<file path="src/rtl/inv_sub_shift_ark.sv">
// AES decryption round front half: InvShiftRows at capture, then InvSubBytes and
// AddRoundKey over N = 16/BYTES_PER_CYCLE cycles through shared inverse S-box lanes.
module inv_sub_shift_ark #(
    parameter int BYTES_PER_CYCLE = 1
) (
    input  logic         clk,
    input  logic         rst_n,
    input  logic         in_valid,
    output logic         in_ready,
    input  logic [127:0] state_in,
    input  logic [127:0] round_key,
    output logic         out_valid,
    input  logic         out_ready,
    output logic [127:0] state_out,
    output logic         busy
);

    localparam int N     = 16 / BYTES_PER_CYCLE;
    localparam int CNT_W = (N > 1) ? $clog2(N) : 1;

    typedef enum logic [1:0] {
        IDLE,
        SUB,
        DONE
    } fsm_e;

    // Element k of a block_t is byte k = 4c+r, i.e. bits [127-8k -: 8].
    typedef logic [0:15][7:0] block_t;

    localparam logic [0:255][7:0] INV_SBOX = {
        128'h52096ad53036a538bf40a39e81f3d7fb,
        128'h7ce339829b2fff87348e4344c4dee9cb,
        128'h547b9432a6c2233dee4c950b42fac34e,
        128'h082ea16628d924b2765ba2496d8bd125,
        128'h72f8f66486689816d4a45ccc5d65b692,
        128'h6c704850fdedb9da5e154657a78d9d84,
        128'h90d8ab008cbcd30af7e45805b8b34506,
        128'hd02c1e8fca3f0f02c1afbd0301138a6b,
        128'h3a9111414f67dcea97f2cfcef0b4e673,
        128'h96ac7422e7ad3585e2f937e81c75df6e,
        128'h47f11a711d29c5896fb7620eaa18be1b,
        128'hfc563e4bc6d279209adbc0fe78cd5af4,
        128'h1fdda8338807c731b11210592780ec5f,
        128'h60517fa919b54a0d2de57a9f93c99cef,
        128'ha0e03b4dae2af5b0c8ebbb3c83539961,
        128'h172b047eba77d626e169146355210c7d
    };

    // sh(r,c) = s(r,(c-r) mod 4): row r rotates right by r columns.
    function automatic block_t inv_shift_rows(input block_t s);
        block_t sh;
        for (int c = 0; c < 4; c++) begin
            for (int r = 0; r < 4; r++) begin
                sh[4*c + r] = s[4*((c - r) & 3) + r];
            end
        end
        return sh;
    endfunction

    fsm_e             state_q, state_d;
    logic [CNT_W-1:0] cnt_q, cnt_d;
    block_t           sh_q, sh_d;
    block_t           key_q, key_d;
    block_t           res_q, res_d;
    logic             in_ready_q, in_ready_d;
    logic             out_valid_q, out_valid_d;
    logic             busy_q, busy_d;
    logic [3:0]       base;

    // NOTE: every signal gets a default before the case so no path leaves it
    // unassigned; a missing default here would infer a latch.
    always_comb begin
        state_d = state_q;
        cnt_d   = cnt_q;
        sh_d    = sh_q;
        key_d   = key_q;
        res_d   = res_q;
        base    = 4'(int'(cnt_q) * BYTES_PER_CYCLE);

        case (state_q)
            IDLE: begin
                if (in_valid) begin
                    sh_d    = inv_shift_rows(state_in);
                    key_d   = round_key;
                    cnt_d   = '0;
                    state_d = SUB;
                end
            end
            SUB: begin
                for (int l = 0; l < BYTES_PER_CYCLE; l++) begin
                    res_d[base + 4'(l)] = INV_SBOX[sh_q[base + 4'(l)]] ^ key_q[base + 4'(l)];
                end
                if (cnt_q == CNT_W'(N - 1)) begin
                    state_d = DONE;
                end else begin
                    cnt_d = cnt_q + 1'b1;
                end
            end
            DONE: begin
                if (out_ready) begin
                    state_d = IDLE;
                end
            end
            default: state_d = IDLE;
        endcase

        // Handshake flags are registered from the next state so they line up with it.
        in_ready_d  = (state_d == IDLE);
        out_valid_d = (state_d == DONE);
        busy_d      = (state_d != IDLE);
    end

    // NOTE: sequential state uses non-blocking assignments so every flop samples
    // the pre-edge values; the byte registers are small enough to reset outright.
    always_ff @(posedge clk or negedge rst_n) begin
        if (!rst_n) begin
            state_q     <= IDLE;
            cnt_q       <= '0;
            sh_q        <= '0;
            key_q       <= '0;
            res_q       <= '0;
            in_ready_q  <= 1'b1;
            out_valid_q <= 1'b0;
            busy_q      <= 1'b0;
        end else begin
            state_q     <= state_d;
            cnt_q       <= cnt_d;
            sh_q        <= sh_d;
            key_q       <= key_d;
            res_q       <= res_d;
            in_ready_q  <= in_ready_d;
            out_valid_q <= out_valid_d;
            busy_q      <= busy_d;
        end
    end

    assign in_ready  = in_ready_q;
    assign out_valid = out_valid_q;
    assign busy      = busy_q;
    assign state_out = res_q;

endmodule

</file>
<file path="config.mk">
export PLATFORM = sky130hd
export DESIGN_NAME = inv_sub_shift_ark
export DESIGN_NICKNAME = d
export VERILOG_FILES = /design/src/rtl/inv_sub_shift_ark.sv
export SDC_FILE = /design/constraint.sdc
export NUM_CORES = 1
export LEC_CHECK = 0
export ABC_AREA = 1
export ABC_CLOCK_PERIOD_IN_PS = 4200
export CAP_MARGIN = 20
export CELL_PAD_IN_SITES_DETAIL_PLACEMENT = 1
export CELL_PAD_IN_SITES_GLOBAL_PLACEMENT = 2
export CORE_MARGIN = 5
export CORE_UTILIZATION = 30
export DETAILED_ROUTE_END_ITERATION = 8
export GPL_TIMING_DRIVEN = 0
export PLACE_DENSITY = 0.94
export SLEW_MARGIN = 20
export SYNTH_ARGS = -nofsm -noshare
export SYNTH_HDL_FRONTEND = slang
export SYNTH_SLANG_ARGS = --single-unit
</file>
<file path="constraint.sdc">
create_clock -name clk -period 4.2 [get_ports clk]
set_input_delay 0.42 -clock clk [delete_from_list [all_inputs] [get_ports clk]]
set_output_delay 0.42 -clock clk [all_outputs]
set_load 0.01 [all_outputs]
</file>
==> results.yml <==
routing:
  first_pass_iters: 5
  detail-route-antenna-nets: 0
  drc: 0
  drt_iter0_markers: 1998
  wl_per_cell_um: 23.7
  viasPerCell: 5.20
  drt-total-wl_um: 101000
  vias: 22300
cts:
  path_clk_slew_ns: 0.06
  cts_htree_levels: 2
  cts_tree: "built"
  root_buffer: "clkbuf_16"
  clockBufferDepth: 3
  cts_sinks: 393
  cts_buffers: 46
  clk_latency_ns: 0.59
die:
  start_util_pct: 30.3
  die_h_um: 273
  dieArea_mm2: 0.0747
  coreArea_mm2: 0.0687
  ios: 391
  num_rows: 96
  die_width_um: 273
synthesis:
  synth-edff-count: 0
  ys.flop_type: "dfrtp_1"
  synth_cell_types: 35
  synthArstFlopShare_pct: 100
  yosysWarnings: 0
  avgSynthCellArea_um2: 7.28
  syn_area_mm2: 0.0208
  synthesis.nets: 3140
  syn_inst: 2857
  ys_seq_area_share_pct: 47.3
  ys_seq_elements: 393
setup_path:
  end_kind: "flip-flop"
  crit_path_max_fanout: 10
  crit_slowest_cell: "dfrtp_2"
  cp-start-kind: "flip-flop"
  r2r_cells: 25
  critPathMostFrequentCell: "nand2_1"
  critPathRequiredTime_ns: 4.67
  critical_path_class: "reg -> reg"
  worstPathArrival_ns: 4.54
  max_stage_delay_ns: 0.45
sta:
  min_period_over_period_pct: 96.8
  relSlewSlack_pct: 38.2
  min_period_ns: 4.07
  finalSetupViolCount: 0
  fmax_ghz: 0.246
  tightest_slew_ns: 0.928
  slew_violations: 0
  clock_skew_ns: 0.0225
  finalHoldViolCount: 0
worst_hold_path:
  hold_path.class: "in -> async"
status:
  status: "completed"
finish:
  nFillCells: 8493
  fin_util_pct: 40.4
  drive_gt1_share_pct: 7.69
  layout_commonest_cell: "nand2_1"
  finish.net_count: 3590
  syn_to_final_growth_pct: 33.5
  mostFrequentLayoutCells: "nand2_1 (1,312), nand3_1 (440), dfrtp_1 (390)"
grt:
  grt_use_total_pct: 26.3
  overflow: 0
  grt_max_degree: 91
  antenna_found_initial: 10
  grt_pass1_wl_um: 150000
  grt_pass1_vias: 23400
placed_design:
  hpwlAfterDp_um: 74300
  portBuffers: 390
  gp_congestion: 1.01
flow_run:
  drv_cap: 0
## stage by stage
| stage | setup slack, ns | TNS [ns] | hold WS, ns | area (µm²) | cells |
|---|---|---|---|---|---|
| floorplan | 1.15 | 0 | 0.124 | 20800 | 2857 |
| detailed placement | -0.615 | -41.28 | 0.390 | 26000 | 4182 |
| global route | -0.0134 | -0.0284 | 0.351 | 27700 | 4277 |
| global placement | -15.39 | -6036.51 | 0.457 | 25900 | 4178 |
| finish | 0.132 | 0 | 0.358 | 27800 | 4281 |
| CTS | 0.00314 | 0 | 0.346 | 27600 | 4266 |
## flip-flops by register name, summed over array words and instances, names as in the netlist
signal     cells
out_valid      1
state_q        2
key_q        128
cnt_q          4
state_out    128
busy           1
in_ready       1
sh_q         128
## layout make-up
type	instances	area [µm²]	area share, %
tap	931	1160	4.20
clock buffer	64	1350	4.86
buffer	162	891	3.21
antenna	8	20.0	0.0721
sequential	393	9840	35.4
timing repair buffer	403	4090	14.7
inverter	141	541	1.95
multi-input combinational	2160	9620	34.7
clock inverter	19	238	0.856
## final timing paths
path,start,end,slack (ns)
worst max-delay path,cnt_q[0]$_DFFE_PN0P_,state_out[62]$_DFFE_PN0P_,0.13
worst min-delay path,rst_n,state_out[53]$_DFFE_PN0P_,0.36
worst max register to register,cnt_q[0]$_DFFE_PN0P_,state_out[62]$_DFFE_PN0P_,0.13
worst min register to register,key_q[60]$_DFFE_PN0P_,key_q[60]$_DFFE_PN0P_,0.48
max in group asynchronous,rst_n,sh_q[121]$_DFFE_PN0P_,2.14
min in group clk,round_key[62],key_q[62]$_DFFE_PN0P_,0.37
## logic make-up after synthesis
kind of cell,after synthesis,share of synthesized area [%]
AOI/OAI and AO/OA,233,6.12
adders and majority gates,23,1.38
and+or+nand+nor,1904,38.4
DFF,393,47.3
buffers and inverters,304,6.75
## repair_timing
action                                  in CTS  in global routing
pin swaps                                    1                  2
endpoints found under the setup margin     128                 93
gates resized for setup                     17                 20
hold endpoints to repair                    59                  0
setup buffers                                1                  7
gates cloned                                 0                  0
hold buffers                                 1                  0
## routing by layer
| layer | vias to the layer above | part of all wire [%] | global-route usage [%] |
|---|---|---|---|
| li1 | 10000 | - | - |
| met1 | 11100 | 42 | 34.3 |
| met2 | 870 | 47 | 43.5 |
| met3 | 236 | 6.6 | 4.53 |
| met4 | 2 | 4.4 | 10.6 |
| met5 | - | 0.012 | 0 |
## cells in the mapped netlist, drive strengths merged (2+ instances only)
cell,count,area share (%)
nand2,1349,25
nand3,449,11
dfrtp,392,47
inv,139,2.5
o21ai,139,3.3
buf,93,2.9
nor2,88,1.8
clkbuf,70,1.3
a21oi,66,1.6
ha,23,1.4
a32o,16,0.77
nand4,15,0.60
o22ai,6,0.18
o211ai,3,0.11
clkinv,2,0.036
nor3,2,0.048
o31ai,2,0.072
## worst max-delay path: cells and delay by family (launching register included)
| family | cells | cell delay (ns) |
|---|---|---|
| flip-flops | 1 | 0.45 |
| AND/OR/NAND/NOR | 17 | 1.83 |
| adder cells (fa/ha/maj) | 1 | 0.26 |
| buffers and inverters | 7 | 1.38 |
Power is not shown: default switching activity piles up to over one toggle a cycle in this logic, so the estimate is an artifact.
